**config.mk**
```make
export PLATFORM = sky130hd
export DESIGN_NAME = i_cache_axi_rd
export DESIGN_NICKNAME = d
export VERILOG_FILES = /design/src/rtl/i_cache_axi_rd_pkg.sv /design/src/rtl/i_cache_axi_rd_hold_cnt.sv /design/src/rtl/i_cache_axi_rd.sv
export SDC_FILE = /design/constraint.sdc
export NUM_CORES = 1
export LEC_CHECK = 0
export BUFFER_PORTS_ARGS = -buffer_cell sky130_fd_sc_hd__buf_2
export CAP_MARGIN = 20
export CELL_PAD_IN_SITES_DETAIL_PLACEMENT = 2
export CELL_PAD_IN_SITES_GLOBAL_PLACEMENT = 2
export CORE_MARGIN = 2
export CORE_UTILIZATION = 24
export DETAILED_ROUTE_END_ITERATION = 6
export PLACE_DENSITY_LB_ADDON = 0.1
export SLEW_MARGIN = 20
export SYNTH_ARGS = -nofsm -noshare
export SYNTH_HDL_FRONTEND = slang
export SYNTH_SLANG_ARGS = --single-unit
export TNS_END_PERCENT = 30
```
**constraint.sdc**
```tcl
create_clock -name clk -period 1.82 [get_ports clk]
set_input_delay 0.091 -clock clk [delete_from_list [all_inputs] [get_ports clk]]
set_output_delay 0.091 -clock clk [all_outputs]
set_load 0.01 [all_outputs]
```
**src/rtl/i_cache_axi_rd_pkg.sv**
```systemverilog
// Shared AXI field encodings, FSM state encoding and address helper for the
// I-cache refill read master.
package i_cache_axi_rd_pkg;

  localparam logic [2:0] ysyx22040228_AXI_SIZE_8B    = 3'b011;
  localparam logic [1:0] ysyx22040228_AXI_BURST_INCR = 2'b01;
  localparam logic [1:0] ysyx22040228_AXI_RESP_OKAY  = 2'b00;
  localparam logic [7:0] AXI_LEN_SINGLE              = 8'd0;

  typedef enum logic [3:0] {
    ST_IDLE = 4'b0001,
    ST_AR   = 4'b0010,
    ST_R    = 4'b0100,
    ST_OK   = 4'b1000
  } rd_state_e;

  // Refills are whole 64-bit words, so the byte offset is always dropped.
  function automatic logic [63:0] align8(input logic [63:0] a);
    return a & ~64'h7;
  endfunction

endpackage

```
**src/rtl/i_cache_axi_rd_hold_cnt.sv**
```systemverilog
// 3-bit load/decrement counter that times the refill OK window; o_last marks
// the final cycle of the window.
module axi_rd_hold_cnt (
  input  logic       clk,
  input  logic       rst,
  input  logic       i_load,
  input  logic [2:0] i_load_val,
  input  logic       i_dec,
  output logic       o_last
);

  logic [2:0] r_cnt;

  // NOTE: sequential state uses non-blocking assignments so every register
  // samples the pre-edge values regardless of block ordering.
  always_ff @(posedge clk) begin
    if (!rst)
      r_cnt <= '0;
    else if (i_load)
      r_cnt <= i_load_val;
    else if (i_dec && r_cnt != 3'd0)
      r_cnt <= r_cnt - 3'd1;
  end

  assign o_last = (r_cnt == 3'd1);

endmodule

```
**src/rtl/i_cache_axi_rd.sv**
```systemverilog
// I-cache refill read master: turns a level-held refill request into one
// single-beat AXI4 read and presents the word for a fixed OK window.
module i_cache_axi_rd
  import i_cache_axi_rd_pkg::*;
#(
  parameter logic [3:0]  AXI_ID  = 4'd0,
  parameter int unsigned OK_HOLD = 3
) (
  input  logic        clk,
  input  logic        rst,
  input  logic        cache_read_ena,
  input  logic [63:0] cache_addr,
  output logic [63:0] cache_or_data,
  output logic        cache_in_ok,
  output logic        axi_working_ti,
  output logic        rd_err,
  output logic        axi_ar_valid_o,
  input  logic        axi_ar_ready_i,
  output logic [63:0] axi_ar_addr_o,
  output logic [3:0]  axi_ar_id_o,
  output logic [7:0]  axi_ar_len_o,
  output logic [2:0]  axi_ar_size_o,
  output logic [1:0]  axi_ar_burst_o,
  input  logic        axi_r_valid_i,
  output logic        axi_r_ready_o,
  input  logic [63:0] axi_r_data_i,
  input  logic [1:0]  axi_r_resp_i,
  input  logic        axi_r_last_i,
  input  logic [3:0]  axi_r_id_i
);

  rd_state_e   r_state;
  logic [63:0] r_addr_q;
  logic [63:0] r_data;
  logic        r_err;
  logic        r_beat_seen;

  logic w_beat;
  logic w_load;
  logic w_ok_last;

  assign w_beat = axi_r_valid_i && (axi_r_id_i == AXI_ID);
  // Only the first matching beat loads data and the window length.
  assign w_load = (r_state == ST_R) && w_beat && !r_beat_seen;

  axi_rd_hold_cnt u_hold_cnt (
    .clk        (clk),
    .rst        (rst),
    .i_load     (w_load),
    .i_load_val (3'(OK_HOLD)),
    .i_dec      (r_state == ST_OK),
    .o_last     (w_ok_last)
  );

  always_ff @(posedge clk) begin
    if (!rst) begin
      r_state     <= ST_IDLE;
      r_addr_q    <= '0;
      r_data      <= '0;
      r_err       <= 1'b0;
      r_beat_seen <= 1'b0;
    end else begin
      case (r_state)
        ST_IDLE: begin
          if (cache_read_ena) begin
            r_addr_q <= align8(cache_addr);
            r_state  <= ST_AR;
          end
        end
        ST_AR: begin
          if (axi_ar_ready_i) begin
            r_beat_seen <= 1'b0;
            r_state     <= ST_R;
          end
        end
        ST_R: begin
          if (w_beat) begin
            if (!r_beat_seen) begin
              r_data      <= axi_r_data_i;
              r_err       <= (axi_r_resp_i != ysyx22040228_AXI_RESP_OKAY);
              r_beat_seen <= 1'b1;
            end
            if (axi_r_last_i)
              r_state <= ST_OK;
          end
        end
        ST_OK: begin
          // A request re-raised during the fill window is deliberately ignored.
          if (w_ok_last)
            r_state <= ST_IDLE;
        end
        default: r_state <= ST_IDLE;
      endcase
    end
  end

  assign axi_ar_valid_o = (r_state == ST_AR);
  assign axi_ar_addr_o  = r_addr_q;
  assign axi_ar_id_o    = AXI_ID;
  assign axi_ar_len_o   = AXI_LEN_SINGLE;
  assign axi_ar_size_o  = ysyx22040228_AXI_SIZE_8B;
  assign axi_ar_burst_o = ysyx22040228_AXI_BURST_INCR;
  assign axi_r_ready_o  = (r_state == ST_R);
  assign cache_in_ok    = (r_state == ST_OK);
  assign rd_err         = (r_state == ST_OK) && r_err;
  assign axi_working_ti = (r_state != ST_IDLE);
  assign cache_or_data  = r_data;

endmodule

```
# After elaboration in Yosys (flattened, before gate mapping)

Index checks and enable logic that the tools add are counted.

Flip-flop bits (word level): 134
Bits of input ports: 140
Output and inout bits: 150
Word-level logic and storage cells: 48

Add/subtract/negate cells: 1
Eq/ne operators: 11
Mux-type cells: 11
Bitwise operators: 2
Reductions and logical operators: 16

Operators by type and width:

| operator                                               | number |
|---|---|
| 2-to-1 mux 4 bit                                       | 5 |
| one-hot mux 4 bit (4 select lines)                     | 1 |
| inequality test 2 x 1 -> 1 bit (second input constant) | 3 |
| AND reduction 3 bit                                    | 2 |
| nonzero test 2 bit                                     | 3 |
| logical AND 1 bit                                      | 5 |
| AND reduction 5 bit                                    | 1 |
| equality test 4 x 1 -> 1 bit (second input constant)   | 1 |
| equality test 4 x 2 -> 1 bit (second input constant)   | 1 |
| equality test 4 x 3 -> 1 bit (second input constant)   | 1 |
| equality test 4 bit (second input constant)            | 1 |
| logical NOT 4 bit                                      | 1 |
| 2-to-1 mux 2 bit                                       | 2 |
| inequality test 2 bit (second input constant)          | 2 |
| inequality test 4 x 1 -> 1 bit (second input constant) | 1 |
| equality test 3 x 1 -> 1 bit (second input constant)   | 1 |
| nonzero test 3 bit                                     | 1 |
| subtractor 3 x 1 -> 3 bit (second input constant)      | 1 |
| 2-to-1 mux 1 bit                                       | 2 |
| NOT 1 bit                                              | 2 |
| one-hot mux 1 bit (2 select lines)                     | 1 |
| AND reduction 2 bit                                    | 1 |
| OR reduction 2 bit                                     | 1 |
| logical NOT 1 bit                                      | 1 |

# Longest topological paths before layout

Depth after elaboration: 5
Mapped depth: 6
Gate-level depth less buffers: 5

# By module

Synthesis repeated with hierarchy kept, for this count alone.

Cell total of the unflattened synthesis: 636
Area, all modules: 5,441.5 µm²

By module, submodules not included:

| module          | instances | cells an instance | area an instance (µm²) | sequential area each (µm²) |
|---|---|---|---|---|
| i_cache_axi_rd  | 1         | 610               | 5,220.0                | 2,622.5 |
| axi_rd_hold_cnt | 1         | 26                | 221.5                  | 60.1 |

# Worst setup path after synthesis

Ideal clock, no wire load.

Kind: reg2reg
Start: register r_state[3]
End: register r_data[17] (netlist: cache_or_data[17])
Library setup time: 0.072 ns
Arrival: 1.594 ns
Data required time: 1.748 ns
Setup slack: 0.155 ns
Stages on the path, launching flop included: 7
Buffers on the path: 3
Clock period less this slack: 1.665 ns
Path through: dfxtp_1 > nor4b_4 > and4_1 > buf_4 > buf_6 > buf_6 > mux2i_1

Cells in the longest elaborated chain, start to end: 2

Ends and longest elaborated chain:

| what                          | line                 | text |
|---|---|---|
| start: declaration            | i_cache_axi_rd.sv:32 | `rd_state_e r_state;` |
| start signal: assignment      | i_cache_axi_rd.sv:57 | `r_state <= ST_IDLE;` |
| start signal: assignment      | i_cache_axi_rd.sv:67 | `r_state <= ST_AR;` |
| start signal: assignment      | i_cache_axi_rd.sv:73 | `r_state <= ST_R;` |
| equality test 4 x 3 -> 1 bit  | -                    |  |
| via axi_r_ready_o             | i_cache_axi_rd.sv:25 | `output logic axi_r_ready_o,` |
| AND reduction 3 bit (no line) | -                    |  |
| end signal: assignment        | i_cache_axi_rd.sv:79 | `r_data <= axi_r_data_i;` |
| end: declaration              | i_cache_axi_rd.sv:34 | `logic [63:0] r_data;` |

The timed path passes the listed nets, and every way through them passes these cells.
A chain may end at the register's enable or synchronous reset.

# Worst setup path after layout

Start: register r_state[1]
End: output port rd_err

Cells in the longest elaborated chain, start to end: 2

Ends and longest elaborated chain:

| what                | line                  | text |
|---|---|---|
| equality test 4 bit | i_cache_axi_rd.sv:105 | `assign rd_err = (r_state == ST_OK) && r_err;` |
| logical AND 1 bit   | i_cache_axi_rd.sv:105 |  |
| end: declaration    | i_cache_axi_rd.sv:16  | `output logic rd_err,` |

Every way passes these cells.

==> flow_summary.json <==
{
  "status": "complete, no violations",
  "io_buffers": 266,
  "fin_crit_ns": 1.76,
  "cts_tree": "done",
  "grtUsageTotal_pct": 18.1,
  "synth.distinct_cells": 39,
  "finalCritPeriodShare_pct": 96.9,
  "holdWs_ns": 0.103,
  "critPathLaunchType": "flip-flop",
  "dr.pass1.iters": 4,
  "pwr_density_cell_nw_per_um2": 870,
  "pwr-share-comb_pct": 15.5,
  "hold_violations": 0,
  "grt_pass1_vias": 6614,
  "synth_top_area_share_pct": 48.7,
  "num-nets-final": 1154,
  "p_switching_w": 0.00207,
  "crit_fanout": 4,
  "p_sw_share_pct": 26.5,
  "syn_area_sq_um": 5500,
  "yosysTopAreaCell": "dfxtp_1",
  "max-vdd-ir-drop_mv": 0.522,
  "synth_area_leaders": "dfxtp_1 (49%), mux2i_1 (12%), nand2_1 (8.8%), a21oi_1 (5.9%), nand3_1 (5.5%)",
  "cts.sinks": 134,
  "numCtsBuffers": 17,
  "synthCells": 637,
  "worst_setup_path_end_kind": "primary output",
  "finalInstanceArea_sq_um": 8990,
  "wl_met3_um": 1600,
  "drv_slew": 0,
  "internal-power_w": 0.00575,
  "power_frac_clock_pct": 44.7,
  "worst-path-stages": 4,
  "p_leak_nw": 3.98,
  "reg2regPathDepth": 5,
  "worstPathRequired_ns": 1.73,
  "clock_latency_ns": 0.42,
  "routedWlPerCell_um": 16.7,
  "worstReg2RegStart": "r_state[1]",
  "gp_congestion": 0.725,
  "gr-total-overflow": 0,
  "ioPinCount": 290,
  "tightest_slew_ns": 0.553,
  "drt_iter0_markers": 218,
  "crit_end": "rd_err",
  "placed_cell_area_sq_um": 7060,
  "crit_start": "r_state[1]",
  "power_frac_seq_pct": 39.8,
  "p_total_w": 0.00783,
  "clockBufferDepth": 2,
  "areaGrowthSynthToFinish_pct": 63.5,
  "dieArea_sq_um": 24200,
  "grt_pass1_wl_um": 34900,
  "worst_hold_path_type": "input port to flip-flop",
  "synth_edf_count": 0,
  "wl_met1_um": 9160,
  "max_stage_delay_ns": 0.58,
  "antenna_found_initial": 0,
  "relSlewSlack_pct": 62.6,
  "core-area_sq_um": 22600,
  "cp.arrival_ns": 1.67,
  "syn_area_per_cell_sq_um": 8.64,
  "async_reset_ff_share_pct": 0,
  "clk_pin_slew_ns": 0.06,
  "fin_worst_skew_ns": 0.0108,
  "met2_wirelength_um": 10800,
  "yosys-top-cells-count": "dfxtp_1 (134), nand2_1 (129), a21oi_1 (65), mux2i_1 (64), nand3_1 (61)",
  "drive_above_1_share_pct": 31.8,
  "dp.cells": 1146,
  "h-tree-depth": 4,
  "vias": 5963,
  "crit_chain": "or4b_4 -> inv_4 -> and2_1 -> buf_6",
  "timing.reg2reg.setup_slack_ns": 0.15,
  "via_per_inst": 4.56,
  "num_rows": 55,
  "start_util_pct": 24.4,
  "clockRootBuffer": "clkbuf_16",
  "drc_errors": 0,
  "cp_num_buf_inv": 2,
  "n_fill_cell": 2543,
  "synth-seq-cells": 134,
  "stdcell_count": 1309,
  "critPathTopFamily": "simple AND/OR/NAND/NOR gates",
  "drv_cap": 0,
  "die_h_um": 155,
  "drt-total-wl_um": 21900,
  "grt_start_max_net_pins": 77,
  "yosysMostFrequentCell": "dfxtp_1",
  "yosys_warnings": 0,
  "die_w_um": 155,
  "hpwl_um": 14200,
  "timing.fmax_mhz": 567,
  "rsz0062_at_grt": "no",
  "ys.flop_type": "dfxtp_1",
  "ant_nets": 0,
  "highest_layer": "met4",
  "crit_slowest_cell": "or4b_4",
  "crit_type": "flip-flop to primary output",
  "utilization_pct": 39.9,
  "setup_viol": 0,
  "seq_area_frac_synth_pct": 48.7,
  "r2r-end": "cache_or_data[27]"
}
## worst min-delay path, delay by kind of cell
family / cells / cell delay [ns]
compound gates: 1 / 0.23
buf+inv: 1 / 0.08
simple gates: 1 / 0.06
## cell usage in the layout (no fill, tap or decap), types with 3 or more instances in the layout
cell type	n
a21oi_1	65
and2_1	3
buf_12	8
buf_2	264
buf_4	11
bufinv_16	3
clkbuf_16	17
clkinv_4	3
clkinvlp_4	4
conb_1	20
dfxtp_1	130
dfxtp_4	3
dlygate4sd3_1	128
ha_1	3
inv_1	8
mux2i_1	64
nand2_1	129
nand3_1	61
o21ai_0	54
o21ai_1	9
## registers in the layout, indices dropped and copies added (netlist names)
| name | flops |
|---|---|
| cache_or_data | 64 |
| r_err | 1 |
| r_state | 4 |
| axi_ar_addr_o | 61 |
| u_hold_cnt.r_cnt | 3 |
| r_beat_seen | 1 |
## how the worst min path moves through the flow
stage | from | to | slack [ns] | cells after the start
2_1_floorplan | axi_r_last_i | r_state[2] | 0.20 | 1
3_3_place_gp | axi_r_last_i | r_state[2] | 0.31 | 2
3_5_place_dp | axi_r_last_i | r_state[2] | 0.31 | 2
4_1_cts | axi_r_resp_i[0] | r_err | 0.07 | 3
5_1_grt | axi_r_resp_i[0] | r_err | 0.11 | 3
6_report | axi_r_resp_i[0] | r_err | 0.10 | 3
## metal layers
metal / global-route usage, % / vias up
met2: 32.3 / 187
li1: - / 2878
met5: 0 / -
met4: 5.46 / 0
met1: 20.5 / 2881
met3: 5.91 / 17
## cell type report
type | instances | area [sq um] | share of cell area, %
Multi-Input combinational cell | 435 | 2450 | 27.2
Tap cell | 285 | 357 | 3.96
Inverter | 11 | 43.8 | 0.487
Clock inverter | 12 | 156 | 1.74
Antenna cell | 1 | 2.50 | 0.0278
Timing Repair Buffer | 412 | 2860 | 31.8
Clock buffer | 19 | 433 | 4.81
Sequential cell | 134 | 2700 | 30.0
## power groups by stage
stage | clock network, W | registers, W | logic [W]
after floorplan | 0 | 0.00323 | 0.000486
after global placement | 0 | 0.00317 | 0.000938
after detailed placement | 0 | 0.00318 | 0.000982
after CTS | 0.00363 | 0.00312 | 0.00122
after global routing | 0.00375 | 0.00313 | 0.00134
final | 0.00350 | 0.00312 | 0.00121
## kinds of logic (layout without fill, tap and decap cells)
group / Yosys count / in the layout / synth area share, %
AND/OR/NAND/NOR: 206 / 206 / 17.0
AO/OA/AOI/OAI: 141 / 141 / 13.6
flip-flops: 134 / 134 / 48.7
buffers and inverters: 86 / 454 / 8.05
multiplexers: 64 / 64 / 11.6
adder cells (fa/ha/maj): 3 / 3 / 0.682
other: 2 / 21 / 0.136
XOR/XNOR: 1 / 1 / 0.159
## metrics by stage
stage	worst slack, ns	TNS, ns
final	0.0560	0
after global routing	0.00301	0
after CTS	-0.0169	-0.0169
after detailed placement	-0.0137	-0.0228
after global placement	0.0659	0
after floorplan	0.155	0
## repair_timing
| item | in CTS | in global routing |
|---|---|---|
| resized for setup | 7 | 4 |
| cloned | 0 | 0 |
| endpoints found under the setup margin | 4 | 1 |
| pin swaps | 0 | 1 |
| buffers inserted | 1 | 2 |
| hold buffers | 128 | 0 |
| hold endpoints to repair | 128 | 0 |
(Power assumes the default switching activity.)
